File: config.mk
export PLATFORM = sky130hd
export DESIGN_NAME = sodor_imem_prefetch
export DESIGN_NICKNAME = d
export VERILOG_FILES = /design/src/rtl/sodor_fetch_pkg.sv /design/src/rtl/sodor_fetch_fifo.sv /design/src/rtl/sodor_imem_prefetch.sv
export SDC_FILE = /design/constraint.sdc
export NUM_CORES = 1
export LEC_CHECK = 0
export BUFFER_PORTS_ARGS = -buffer_cell sky130_fd_sc_hd__buf_2
export CORE_MARGIN = 10
export CORE_UTILIZATION = 52
export DETAILED_ROUTE_END_ITERATION = 7
export GPL_TIMING_DRIVEN = 1
export PLACE_DENSITY = 0.72
export RECOVER_POWER = 100
export SLEW_MARGIN = 20
export SYNTH_ARGS = -nofsm -noshare
export SYNTH_HDL_FRONTEND = slang
export SYNTH_SLANG_ARGS = --single-unit
File: constraint.sdc
create_clock -name clk -period 4.7 [get_ports clk]
set_input_delay 0.94 -clock clk [delete_from_list [all_inputs] [get_ports clk]]
set_output_delay 0.94 -clock clk [all_outputs]
set_load 0.01 [all_outputs]
File: src/rtl/sodor_fetch_pkg.sv
// Shared types for the Sodor instruction prefetch stage.
package sodor_fetch_pkg;

  localparam int XLEN       = 32;
  localparam int INST_BYTES = 4;

  // One buffered fetch result: the word address it came from and its data.
  typedef struct packed {
    logic [XLEN-1:0] pc;
    logic [XLEN-1:0] inst;
  } fetch_entry_t;

  // Force a byte address onto an instruction-word boundary.
  function automatic logic [XLEN-1:0] align_pc(input logic [XLEN-1:0] pc);
    return pc & ~(XLEN'(INST_BYTES - 1));
  endfunction

endpackage

File: src/rtl/sodor_fetch_fifo.sv
// Small synchronous FIFO of fetch entries with wrap-around pointers,
// an occupancy count and a flush that beats push and pop.
module sodor_fetch_fifo
  import sodor_fetch_pkg::*;
#(
  parameter int DEPTH = 4
) (
  input  logic                     clk,
  input  logic                     reset,
  input  logic                     flush,
  input  logic                     push,
  input  fetch_entry_t             push_entry,
  input  logic                     pop,
  output fetch_entry_t             head,
  output logic                     empty,
  output logic [$clog2(DEPTH):0]   count
);

  localparam int AW = $clog2(DEPTH);
  localparam int CW = AW + 1;
  localparam logic [CW-1:0] FULL_COUNT = CW'(DEPTH);

  fetch_entry_t  mem [DEPTH];
  logic [AW-1:0] wr_ptr;
  logic [AW-1:0] rd_ptr;
  logic          do_pop;
  logic          do_push;

  // A pop on an empty buffer is ignored; a push into a full buffer only
  // lands when a pop frees the slot in the same cycle.
  assign do_pop  = pop && (count != '0);
  assign do_push = push && ((count != FULL_COUNT) || do_pop);
  assign empty   = (count == '0);
  assign head    = mem[rd_ptr];

  // Storage array: written only, never reset (occupancy tracks validity).
  always_ff @(posedge clk) begin
    if (do_push && !flush && !reset) begin
      mem[wr_ptr] <= push_entry;
    end
  end

  // Pointer and occupancy bookkeeping; reset and flush both empty the buffer.
  always_ff @(posedge clk) begin
    if (reset || flush) begin
      wr_ptr <= '0;
      rd_ptr <= '0;
      count  <= '0;
    end else begin
      if (do_push) wr_ptr <= wr_ptr + 1'b1;
      if (do_pop)  rd_ptr <= rd_ptr + 1'b1;
      case ({do_push, do_pop})
        2'b10:   count <= count + 1'b1;
        2'b01:   count <= count - 1'b1;
        default: count <= count;
      endcase
    end
  end

  // Upstream credit accounting must never push into a full buffer.
  always_ff @(posedge clk) begin
    if (!reset && !flush && push && !do_pop) begin
      assert (count != FULL_COUNT);
    end
  end

endmodule

File: src/rtl/sodor_imem_prefetch.sv
// Instruction prefetch stage: issues sequential word addresses to the
// memory model, captures the returned words a cycle later, buffers
// {pc, inst} pairs and hands them to the core. Redirects flush everything
// buffered or in flight and restart fetch at the new PC.
//
// Core handshake: fetch_valid says the head entry (fetch_pc/fetch_inst) is
// available; the entry transfers in any cycle where fetch_valid and
// fetch_ready are both high. While fetch_valid is high and fetch_ready is
// low the head entry is held stable (unless a redirect or reset flushes it).
module sodor_imem_prefetch
  import sodor_fetch_pkg::*;
#(
  parameter int          DEPTH    = 4,
  parameter logic [31:0] RESET_PC = 32'h8000_0000
) (
  input  logic        clk,
  input  logic        reset,
  input  logic        redirect_valid,
  input  logic [31:0] redirect_pc,
  output logic [31:0] imem_addr,
  input  logic [31:0] imem_data,
  output logic        fetch_valid,
  output logic [31:0] fetch_pc,
  output logic [31:0] fetch_inst,
  input  logic        fetch_ready
);

  localparam int CW = $clog2(DEPTH) + 1;
  localparam logic [CW:0] CREDIT_LIMIT = (CW + 1)'(DEPTH);
  localparam logic [31:0] STEP         = 32'(INST_BYTES);

  logic [31:0]   npc;
  logic [31:0]   req_pc;
  logic          req_valid;
  logic [31:0]   rsp_pc;
  logic          rsp_valid;
  logic [31:0]   redirect_target;

  logic [CW-1:0] count;
  logic          fifo_empty;
  fetch_entry_t  head;
  fetch_entry_t  rsp_entry;
  logic [CW:0]   credit_used;
  logic          issue;
  logic          pop;

  // Every word already buffered or still travelling through the request and
  // response registers holds one buffer slot, so a new address is only
  // presented when a slot is guaranteed to be free when its word arrives.
  assign credit_used     = {1'b0, count}
                         + {{CW{1'b0}}, req_valid}
                         + {{CW{1'b0}}, rsp_valid};
  assign issue           = !redirect_valid && (credit_used < CREDIT_LIMIT);
  assign redirect_target = align_pc(redirect_pc);

  assign pop       = fetch_valid && fetch_ready && !redirect_valid;
  assign rsp_entry = '{pc: rsp_pc, inst: imem_data};

  assign imem_addr   = req_pc;
  assign fetch_valid = !fifo_empty;
  assign fetch_pc    = fetch_valid ? head.pc   : '0;
  assign fetch_inst  = fetch_valid ? head.inst : '0;

  // Request/response pipeline and next-PC tracking. A redirect kills the
  // word in flight and presents the new target on the very next cycle.
  always_ff @(posedge clk) begin
    if (reset) begin
      npc       <= RESET_PC;
      req_pc    <= RESET_PC;
      req_valid <= 1'b0;
      rsp_pc    <= '0;
      rsp_valid <= 1'b0;
    end else if (redirect_valid) begin
      npc       <= redirect_target + STEP;
      req_pc    <= redirect_target;
      req_valid <= 1'b1;
      rsp_pc    <= req_pc;
      rsp_valid <= 1'b0;
    end else begin
      rsp_pc    <= req_pc;
      rsp_valid <= req_valid;
      if (issue) begin
        req_pc    <= npc;
        req_valid <= 1'b1;
        npc       <= npc + STEP;
      end else begin
        req_valid <= 1'b0;
      end
    end
  end

  sodor_fetch_fifo #(
    .DEPTH (DEPTH)
  ) u_fifo (
    .clk        (clk),
    .reset      (reset),
    .flush      (redirect_valid),
    .push       (rsp_valid),
    .push_entry (rsp_entry),
    .pop        (pop),
    .head       (head),
    .empty      (fifo_empty),
    .count      (count)
  );

endmodule

; Word level (Yosys, flattened, before mapping)
; Memories as Yosys holds them, arrays and structs flattened. A register that Yosys moved wholly into a read port is not among the register bits.
; Index checks and enable logic that the tools add are counted.
[word_totals]
wordCells = 52
inputBits = 68
ramBits = 256
mem_count = 1
ff_bits = 105
[mem_list]
columns = name, words, width, rd, rd_ports_with_merged_regs, write_ports, line_no
row1 = u_fifo.mem, 4, 64, 1, 1, 1, sodor_fetch_fifo.sv:23  ; fetch_entry_t mem [DEPTH];
[classes]
n_reduce_logical = 17
n_mux = 13
eq_ne = 3
n_addsub = 8
n_lt_le_gt_ge = 1
[op_table]
columns = cell, n
row1 = 32-bit 2-to-1 mux, 6
row2 = "32-bit by 3-bit adder with 32-bit output, second input constant", 2
row3 = 1-bit logical AND, 7
row4 = 3-bit case mux with 2 select lines, 1
row5 = "2-bit by 1-bit adder with 2-bit output, second input constant", 2
row6 = 3-bit by 1-bit adder with 4-bit output, 1
row7 = 4-bit by 1-bit adder with 4-bit output, 1
row8 = "4-bit by 3-bit less-than comparator with 1-bit output, second input constant", 1
row9 = 1-bit 2-to-1 mux, 4
row10 = 2-bit 2-to-1 mux, 2
row11 = 2-bit nonzero test, 2
row12 = "3-bit by 1-bit adder with 3-bit output, second input constant", 1
row13 = 1-bit zero test, 3
row14 = 3-bit zero test, 1
row15 = "3-bit != test, second input constant", 1
row16 = 3-bit nonzero test, 1
row17 = "3-bit by 1-bit subtractor with 3-bit output, second input constant", 1
row18 = "2-bit by 1-bit equality test with 1-bit output, second input constant", 1
row19 = "2-bit equality test, second input constant", 1
row20 = 1-bit logical OR, 2
row21 = 2-bit OR reduction, 1

; Depth between registers and ports, before layout
; Gate-level depths: netlist of run 1.
[depth]
ltp_word = 11
depth_mapped = 13
ltp_nobuf = 8

; Modules after synthesis
; From an unflattened synthesis of run 1, not the netlist that was laid out.
[unflattened]
hier_cells = 1010
area_unflattened_um2 = 14627.8
[modules_own_cells]
columns = mod, instances, cells_per_inst, area_per_inst_um2
row1 = sodor_fetch_fifo, 1, 396, 9744.3
row2 = sodor_imem_prefetch, 1, 614, 4883.4

; Least setup slack after synthesis of run 1
; OpenSTA, ideal clock, no wires.
[synth_timing]
kind = input to register
startpoint = input port redirect_valid
endpoint = memory u_fifo.mem[0][0] (netlist name), enable pin
stages = 5
required_time_ns = 4.273
arrival_time_ns = 3.026
slack_ns = 1.247
path_cell_list = buf_2 > nor2b_1 > o41ai_2 > nor2_1 > and2_1
[synth_between]
elab_chain_len = 9
[synth_rtl]
columns = element, line_no
row1 = from (decl), sodor_imem_prefetch.sv:18  ; input logic redirect_valid,
row2 = 1-bit zero test (*), "sodor_fetch_fifo.sv:38, sodor_imem_prefetch.sv:56"
row3 = 1-bit logical AND, sodor_imem_prefetch.sv:56  ; assign pop = fetch_valid && fetch_ready && !redirect_valid;
row4 = 1-bit logical AND, sodor_fetch_fifo.sv:31  ; assign do_pop = pop && (count != '0);
row5 = 1-bit logical OR, sodor_fetch_fifo.sv:32  ; assign do_push = push && ((count != FULL_COUNT) || do_pop);
row6 = 1-bit logical AND, sodor_fetch_fifo.sv:32
row7 = 1-bit logical AND (*) (2 in a row), sodor_fetch_fifo.sv:38  ; if (do_push && !flush && !reset) begin
row8 = 1-bit 2-to-1 mux (*), sodor_fetch_fifo.sv:38
row9 = 1-bit 2-to-1 mux (not written as such) (*), sodor_fetch_fifo.sv:39  ; mem[wr_ptr] <= push_entry;
row10 = to (decl), sodor_fetch_fifo.sv:23
; Mark *: on every way between the ends. The rest lies on a longest branch, timed or not.

==> summary.md, run 1 <==
| Metric | Value |
|---|---|
| Status | finished, violations left |
| Failing checks | max-capacitance violations, max-slew violations |
| Worst Skew | 0.0124 ns |
| CTS Hold Buffers Added | 0 |
| Metal3 WL | 2.00 mm |
| Register area share after synthesis | 66.7% |
| Synth unique cells | 55 |
| Final setup vio count | 0 |
| DRC | 0 |
| Critical path's slowest cell | dfxtp_1 |
| Postcts setup bufs | 0 |
| Leakage Power | 0.00548 µW |
| #FFs+latches synth | 349 |
| Post-synthesis mux area share | 10.8% |
| Final Hold Viols | 0 |
| Iteration-0 DRC Markers | 658 |
| Input/output buffers | 158 |
| Final WS setup | 0.886 ns |
| Root Buffer | clkbuf_16 |
| Rows | 60 |
| Routed metal-1 wirelength | 13.0 mm |
| Top_reg_cell synth | edfxtp_1 |
| Adder-cell share of the synthesized area | 0.670% |
| Pre-CTS WS | 1.17 ns |
| Post-synth EDFFs | 248 |
| Share of the synthesized area in the top cell type | 52.5% |
| Tot Pwr | 6420 µW |
| Final HPWL DP | 18.6 mm |
| GPL Wtd Cong | 0.835 |
| Worst setup SP type | register |
| Number of vias per cell | 5.57 |
| First-pass GRT wire length | 46.6 mm |
| Cts repair resizes | 0 |
| Post-synthesis compound-gate area fraction | 4.82% |
| Congestion Overflow GR | 0 |
| Initial antenna violation count | 0 |
| Top Layer Used | met4 |
| CTS max path bufs | 3 |
| Share of cells above drive strength 1 | 18.5% |
| Clock transition at path regs | 0.06 ns |
| Max VDD drop | 0.208 mV |
| WP data required | 3.76 ns |
| CP peak stage delay | 1.15 ns |
| Hold Crit Class | register to register |
| DIE HEIGHT | 185 µm |
| Total track usage | 17.2% |
| Die Wd | 185 µm |
| Commonest cells in the netlist | edfxtp_1 (248), dfxtp_1 (101), and2_1 (72), nor2_1 (69), nand2_1 (64) |
| Fillers | 2104 |
| Worst setup EP type | primary output |
| Logic pwr share | 4.6% |
| Synth top area cells | edfxtp_1 (52%), dfxtp_1 (14%), mux4_2 (9.8%) |
| Post-Synth Simple-Gate Area | 12.0% |
| Sum of negative setup slack | 0 ns |
| Leading area contributor after synthesis | edfxtp_1 |
| Slew headroom | -24.3% |
| Initial core utilization | 52.8% |
| Post-route cell area | 16300 µm² |
| Clock share of power | 42.5% |
| Count leader, synth | edfxtp_1 |
| Fin nets | 1186 |
| Htree depth | 2 |
| Final ANT Viol Nets | 0 |
| Syn Area/Cell | 14.8 µm² |
| Worst-path cell chain | buf_4 -> mux4_2 -> and2_0 -> buf_2 |
| Clock latency on the worst-skew pair | 0.51 ns |
| Sequential cell area | 9470 µm² |
| Min Tclk post-route | 3.81 ns |
| RSZ-0062 raised after global routing | no |
| Max-Cap Viols | 2 |
| PD cells | 395 nW/µm² |
| Critical path arrival | 2.87 ns |
| Reg power frac | 52.9% |
| Metal2 WL | 14.0 mm |
| Main combinational cell family by area after synthesis | simple AND/OR/NAND/NOR gates |
| Drt wl/cell | 19.9 µm |
| ANT cells | 0 |
| Post-synth ARST share | 0% |
| Psw | 1370 µW |
| Yosys warns | 0 |
| Tightest Pin Transition | 1.86 ns |
| CP max FO | 24 |
| Footprint of the multi-input gates | 4390 µm² |
| Core area | 26900 µm² |
| Total Routed Length | 29.5 mm |
| Switching portion of total power | 21.3% |
| CTS tree | built |
| Post-Syn Instances | 957 |
| Clock tree sinks | 349 |
| Syn-to-layout area delta | 14.6% |
| Vias in the first global route | 8309 |
| Final period util | 81.2% |
| I/O pins | 165 |
| Vias | 8239 |
| Kind of critical path | register to primary output |
| Int Pwr | 5060 µW |
| Largest net degree at the start of global routing | 86 |
| Post-Synth XOR/XNOR Area | 2.71% |
| Final Max Tran Viols | 117 |
| Maximum clock frequency | 262 MHz |
| Dpl cell area | 15300 µm² |
| Synth Cell Area | 14200 µm² |
| Die footprint | 34300 µm² |
| TritonCTS Buffers | 37 |
| Drt pass-1 iters | 5 |
==> power groups by stage <==
stage | combinational [µW] | clock [µW] | sequential, µW
2_1_floorplan | 182 | 0 | 3450
3_3_place_gp | 307 | 0 | 3460
3_5_place_dp | 313 | 0 | 3460
4_1_cts | 314 | 2800 | 3400
5_1_grt | 331 | 2950 | 3400
6_report | 298 | 2730 | 3400
==> placed cells by master (no fill, tap or decap), types with 33 or more instances in the layout <==
cell type    n
edfxtp_1   248
clkbuf_1   103
dfxtp_1    100
nor2_1      69
buf_2       68
nand2_1     64
mux4_2      62
clkbuf_16   39
and2_0      35
nor2b_1     35
and2_1      33
==> routing by layer <==
layer	vias to the layer above	track usage [%]
met2	263	27.2
met3	38	3.80
met1	4026	23.6
li1	3912	-
met4	0	4.10
met5	-	0
==> critical path, delay by kind of cell, from the launching register on <==
kind	cells	cell delay [ns]
buf+inv	2	0.65
mux	1	0.37
simple gates	1	0.19
flops	1	1.15
==> stage by stage <==
stage	hold slack, ns	instances	util, %
floorplan	0.409	960	-
global placement	0.424	1413	56.8
detailed placement	0.420	1413	56.8
CTS	0.429	1479	61.2
global route	0.475	1479	60.5
finish	0.425	1479	60.5
==> cells by family (layout without fill, tap and decap cells) <==
family	after synthesis	count (layout)
xor gates and xnor gates	44	44
buffers and inverters	72	250
AOI/OAI and AO/OA	92	92
other	1	4
DFF	349	349
and+or+nand+nor	317	317
muxes	75	75
adders and majority gates	7	7
==> layout make-up <==
| cell class | instances | share of cell area [%] |
|---|---|---|
| Clock buffer | 47 | 6.24 |
| Clock inverter | 19 | 0.907 |
| Inverter | 12 | 0.277 |
| Multi-Input combinational cell | 539 | 27.0 |
| Sequential cell | 349 | 58.2 |
| Tap cell | 341 | 2.62 |
| Timing Repair Buffer | 172 | 4.72 |
==> flip-flops by register name, indices dropped and copies added, names as in the netlist, named ones only <==
name	count
u_fifo.rd_ptr	2
u_fifo.mem	248
rsp_valid	1
rsp_pc	30
u_fifo.wr_ptr	2
imem_addr	30
npc	30
req_valid	1
u_fifo.count	3
==> final timing paths <==
kind                                startpoint                    to  slack, ns  depth (start not counted)
setup / recovery                      register        fetch_inst[31]       0.89                          4
hold / removal            req_valid$_SDFF_PP0_  rsp_valid$_SDFF_PP0_       0.43                          2
setup reg to reg  u_fifo.count[0]$_SDFFE_PP0P_  npc[25]$_SDFFE_PP0P_       1.00                          8
hold reg to reg           req_valid$_SDFF_PP0_  rsp_valid$_SDFF_PP0_       0.43                          2
Power figures use the tool's default switching activity.
==> run 2, diff against run 1 <==
--- a/config.mk
+++ b/config.mk
@@ -10,7 +10,7 @@
 export CORE_UTILIZATION = 52
 export DETAILED_ROUTE_END_ITERATION = 7
 export GPL_TIMING_DRIVEN = 1
-export PLACE_DENSITY = 0.72
+export PLACE_DENSITY = 0.75
 export RECOVER_POWER = 100
 export SLEW_MARGIN = 20
 export SYNTH_ARGS = -nofsm -noshare
==> constraint.sdc (replaced) <==
create_clock -name clk -period 3.4 [get_ports clk]
set_input_delay 0.68 -clock clk [delete_from_list [all_inputs] [get_ports clk]]
set_output_delay 0.68 -clock clk [all_outputs]
set_load 0.01 [all_outputs]
==> run 2 against run 1 <==
Against the previous run:
- final cell count increased by 1.0%
- via count increased by 0.85%
- global-route usage decreased by 0.063 points
- sequential share of layout area decreased by 0.57 points
- hold slack got worse by 0.0034 ns
- die area unchanged
- power increased by 38%
- worst setup slack got worse by 0.55 ns
- register-to-register slack got worse by 0.36 ns
- clock power increased by 37%
- the flow still finishes with violations (max-capacitance violations, max-slew violations)
- combinational power increased by 42%
- highest routed layer unchanged
- largest power group unchanged
==> summary.md, run 2 (synthesis gave the netlist of run 1 again) <==
| Metric | Value |
|---|---|
| I/O pins | 165 |
| Worst setup SP type | register |
| Critical path arrival | 2.39 ns |
| Most common cell after layout, fill and taps aside | edfxtp_1 |
| Iteration-0 DRC Markers | 639 |
| PD cells | 538 nW/µm² |
| Syn-to-layout area delta | 15.7% |
| Maximum clock frequency | 326 MHz |
| Die footprint | 34300 µm² |
| CTS max path bufs | 3 |
| Final Max Tran Viols | 86 |
| Most frequent cells in the layout | edfxtp_1 (248), clkbuf_1 (111), dfxtp_1 (99) |
| Total track usage | 17.1% |
| Footprint of the multi-input gates | 4380 µm² |
| Final period util | 90.2% |
| GPL Wtd Cong | 0.842 |
| CTS Hold Buffers Added | 0 |
| Slew headroom | -17.2% |
| Fillers | 2079 |
| Largest net degree at the start of global routing | 87 |
| Input/output buffers | 158 |
| Initial core utilization | 52.8% |
| Rows | 60 |
| Final ANT Viol Nets | 0 |
| Leakage Power | 0.00558 µW |
| First-pass GRT wire length | 46.2 mm |
| DIE HEIGHT | 185 µm |
| R2R setup slack | 0.64 ns |
| Congestion Overflow GR | 0 |
| Total Routed Length | 29.6 mm |
| CTS tree | built |
| Hold Crit Class | register to register |
| WP data required | 2.72 ns |
| Postcts setup bufs | 0 |
| Final Hold Viols | 0 |
| ANT cells | 0 |
| Final setup vio count | 0 |
| Largest register FFs | 248 |
| Initial antenna violation count | 0 |
| Max VDD drop | 0.354 mV |
| CP max FO | 36 |
| Fin nets | 1201 |
| Status | finished, violations left |
| Layout Utilization | 61.1% |
| Tightest Pin Transition | 1.76 ns |
| Failing checks | max-capacitance violations, max-slew violations |
| Share of cells above drive strength 1 | 18.7% |
| Worst Skew | 0.0137 ns |
| Vias in the first global route | 8317 |
| RSZ-0062 raised after global routing | no |
| Clock tree sinks | 349 |
| Final HPWL DP | 19.4 mm |
| Drt wl/cell | 19.8 µm |
| Max-Cap Viols | 1 |
| Root Buffer | clkbuf_16 |
| Clock latency on the worst-skew pair | 0.51 ns |
| Worst setup EP type | primary output |
| Number of vias per cell | 5.56 |
| Sequential cell area | 9470 µm² |
| Cts repair resizes | 0 |
| Drt pass-1 iters | 5 |
| Core area | 26900 µm² |
| TritonCTS Buffers | 36 |
| Sum of negative setup slack | 0 ns |
| Htree depth | 2 |
| Clock transition at path regs | 0.05 ns |
| Kind of critical path | register to primary output |
| DRC | 0 |
| Min Tclk post-route | 3.07 ns |
| Largest Register | u_fifo.mem |
| Die Wd | 185 µm |
| Vias | 8309 |
## run 2: cell count changes in the layout (fill, tap and decap cells not counted), moves of 3 or more
cell / before / now
and2_1: 33 / 47
and2_0: 35 / 25
clkbuf_1: 103 / 111
buf_12: 1 / 8
clkbuf_2: 2 / 8
and2_4: 4 / 0
clkinv_1: 8 / 4
buf_2: 68 / 65
clkinv_2: 2 / 5
clkinv_4: 3 / 0
## run 2: through the flow
stage	instance area, µm²	hold WS [ns]	cells	worst slack (ns)	total power [µW]
6_report	16400	0.422	1494	0.332	8850
5_1_grt	16400	0.415	1494	0.166	9170
4_1_cts	16600	0.363	1493	0.327	8950
3_5_place_dp	15500	0.418	1428	0.435	5220
3_3_place_gp	15500	0.419	1428	0.479	5210
2_1_floorplan	14200	0.409	960	0.207	5020
## run 2: metal layers
metal  global-route usage, %  wire length (µm)  vias to the layer above
li1                        -                 -                     3934
met1                    23.2             13200                     4085
met2                    27.7             14300                      261
met3                    3.68              1840                       29
met4                    3.80               372                        0
met5                       0                 0                        -
## run 2: final timing paths
kind,depth (start not counted),end,from
worst max-delay path,4,fetch_pc[2],u_fifo.count[0]$_SDFFE_PP0P_
worst min-delay path,2,rsp_valid$_SDFF_PP0_,req_valid$_SDFF_PP0_
worst max register to register,8,u_fifo.count[2]$_SDFFE_PP0P_,u_fifo.count[0]$_SDFFE_PP0P_
worst min register to register,2,rsp_valid$_SDFF_PP0_,req_valid$_SDFF_PP0_
## run 2: cell type report
| cell class | instances | area share (%) |
|---|---|---|
| flip-flops and latches | 349 | 57.7 |
| multi-input cells | 539 | 26.6 |
| clock buffers | 53 | 6.31 |
| repair buffers | 188 | 5.95 |
| well taps | 341 | 2.60 |
| clock inverters | 12 | 0.594 |
| inverters | 12 | 0.274 |
## run 2: power breakdown
part | switching [µW] | internal [µW]
combinational | 252 | 172
sequential | 73.0 | 4620
clock | 1530 | 2200
total | 1850 | 6990
## run 2: worst max-delay path: stages (launching register included)
cell and delay, ns:
dfxtp_1 0.42, or3_1 0.84, buf_16 0.26, and2_1 0.20, buf_2 0.15
==> run 3, diff against run 2 <==
--- a/config.mk
+++ b/config.mk
@@ -6,6 +6,7 @@
 export NUM_CORES = 1
 export LEC_CHECK = 0
 export BUFFER_PORTS_ARGS = -buffer_cell sky130_fd_sc_hd__buf_2
+export CORE_ASPECT_RATIO = 0.9
 export CORE_MARGIN = 10
 export CORE_UTILIZATION = 52
 export DETAILED_ROUTE_END_ITERATION = 7
==> run 3 against run 2 <==
Against the previous run:
- the run still ends with max-capacitance violations, max-slew violations left
- clock-buffer cell count decreased by 8
- flip-flop and latch count unchanged
- clock power increased by 14%
- worst setup slack got worse by 0.016 ns
- maximum frequency decreased by 0.52%
- critical path depth decreased by 1
- power increased by 5.8%
- design area increased by 0.20%
- register-to-register slack got worse by 0.11 ns
==> summary.md, run 3 (synthesis gave the netlist of run 1 again) <==
| Metric | Value |
|---|---|
| Status | finished, violations left |
| Failing checks | max-capacitance violations, max-slew violations |
| CTS tree | built |
| Final Non-Filler Cells | 1493 |
| CP peak stage delay | 0.93 ns |
| Worst path top cell family by delay | simple AND/OR/NAND/NOR gates |
| Buf/Inv on CP | 1 |
| Input/output buffers | 158 |
| Die footprint | 34300 µm² |
| Worst r2r path cells | 8 |
| Sum of negative setup slack | 0 ns |
| Share of cells above drive strength 1 | 18.9% |
| Critical path's slowest cell | or3_2 |
| Clock latency on the worst-skew pair | 0.52 ns |
| Vias | 8280 |
| R2R setup slack | 0.53 ns |
| Hold Crit Depth | 1 |
| Kind of critical path | register to primary output |
| First-pass GRT wire length | 47.4 mm |
| Fin nets | 1186 |
| Largest net degree at the start of global routing | 86 |
| Final Hold Viols | 0 |
| Total track usage | 17.2% |
| Vias in the first global route | 8259 |
| Slew headroom | -18.4% |
| Tightest Pin Transition | 1.78 ns |
| R2r startpoint | u_fifo.count[0]$_SDFFE_PP0P_ |
| Congestion Overflow GR | 0 |
| Postcts setup bufs | 0 |
| WP data required | 2.72 ns |
| Max-Cap Viols | 5 |
| Largest Register | u_fifo.mem |
| ANT cells | 0 |
| PD cells | 568 nW/µm² |
| Syn-to-layout area delta | 16.0% |
| DRC | 0 |
| GPL Wtd Cong | 0.865 |
| Rows | 57 |
| Fillers | 2073 |
| Total Routed Length | 30.2 mm |
| Final HPWL DP | 19.1 mm |
| Clock transition at path regs | 0.06 ns |
| Maximum clock frequency | 324 MHz |
| Min Tclk post-route | 3.08 ns |
| Worst Skew | 0.0172 ns |
| Iteration-0 DRC Markers | 591 |
| Most common cell after layout, fill and taps aside | edfxtp_1 |
| Hold slack | 0.417 ns |
| Post-placement cell count | 1427 |
| Worst setup EP type | primary output |
| Core area | 27000 µm² |
| Largest register FFs | 248 |
| Critical path arrival | 2.40 ns |
| Final period util | 90.7% |
| Reg2Reg Capture Point | npc[10]$_SDFFE_PP0P_ |
| TritonCTS Buffers | 36 |
| Final Max Tran Viols | 338 |
| Layout Utilization | 61.1% |
| Hold path start | imem_data[5] |
| Hold EP | u_fifo.mem[0][5]$_DFFE_PP_ |
| DIE HEIGHT | 177 µm |
| Drt wl/cell | 20.2 µm |
| CTS Hold Buffers Added | 0 |
| Worst-path cell chain | or3_2 -> and2_0 -> buf_2 |
| CTS max path bufs | 3 |
| Number of vias per cell | 5.55 |
| Drt pass-1 iters | 5 |
| Initial antenna violation count | 0 |
| Hold Crit Class | input port to register |
| RSZ-0062 raised after global routing | no |
| Root Buffer | clkbuf_16 |
| Final setup vio count | 0 |
| Most frequent cells in the layout | edfxtp_1 (248), clkbuf_1 (102), dfxtp_1 (99) |
| Cts repair resizes | 0 |
| Final ANT Viol Nets | 0 |
| CP max FO | 64 |
| Htree depth | 2 |
| Leakage Power | 0.00558 µW |
| Clock tree sinks | 349 |
| Die Wd | 194 µm |
| Max VDD drop | 0.358 mV |
| I/O pins | 165 |
| Worst setup SP type | register |
| Initial core utilization | 52.7% |
==> run 3: changes by cell type in the layout (fill, tap and decap cells not counted), moves of 4 or more <==
cell,previous run,this run
and2_2,0,4
clkbuf_2,8,1
and2_0,25,39
bufinv_16,1,8
buf_12,8,4
clkbuf_1,111,102
and2_1,47,29
==> run 3: per-layer routing <==
metal	track usage (%)	vias up	share of wire, %	routed length, µm
met3	3.84	38	7.2	2190
met2	26.2	267	46	13800
met5	0	-	0	0
li1	-	3896	-	-
met4	4.42	0	1.4	425
met1	24.6	4079	46	13800
==> run 3: area by class of cell <==
class	count	area [µm²]	share of cell area, %
Timing Repair Buffer	173	820	4.98
Tap cell	354	443	2.69
Clock buffer	45	977	5.93
Sequential cell	349	9480	57.6
Clock inverter	21	318	1.93
Multi-Input combinational cell	539	4390	26.6
Inverter	12	45.0	0.274
==> run 3: worst max path at each step <==
stage	from	depth (start not counted)	slack, ns	to
final	u_fifo.count[0]$_SDFFE_PP0P_	3	0.32	fetch_pc[17]
after global placement	redirect_valid	9	0.47	npc[26]$_SDFFE_PP0P_
after CTS	u_fifo.count[0]$_SDFFE_PP0P_	3	0.27	fetch_pc[17]
after global routing	u_fifo.count[0]$_SDFFE_PP0P_	3	0.16	fetch_pc[12]
after floorplan	redirect_valid	5	0.21	u_fifo.mem[0][0]$_DFFE_PP_
after detailed placement	redirect_valid	9	0.41	npc[26]$_SDFFE_PP0P_
==> run 3: through the flow <==
step,setup slack (ns),total power [µW],instance area [µm²]
after global placement,0.468,5210,15300
final,0.316,9360,16500
after global routing,0.162,9650,16500
after detailed placement,0.412,5220,15300
after CTS,0.272,9460,16600
after floorplan,0.207,5020,14200
==> run 3: power by group <==
group / total [µW] / internal (µW) / switching (µW)
Combinational: 419 / 166 / 252
Sequential: 4700 / 4620 / 75.2
Clock: 4240 / 2660 / 1580
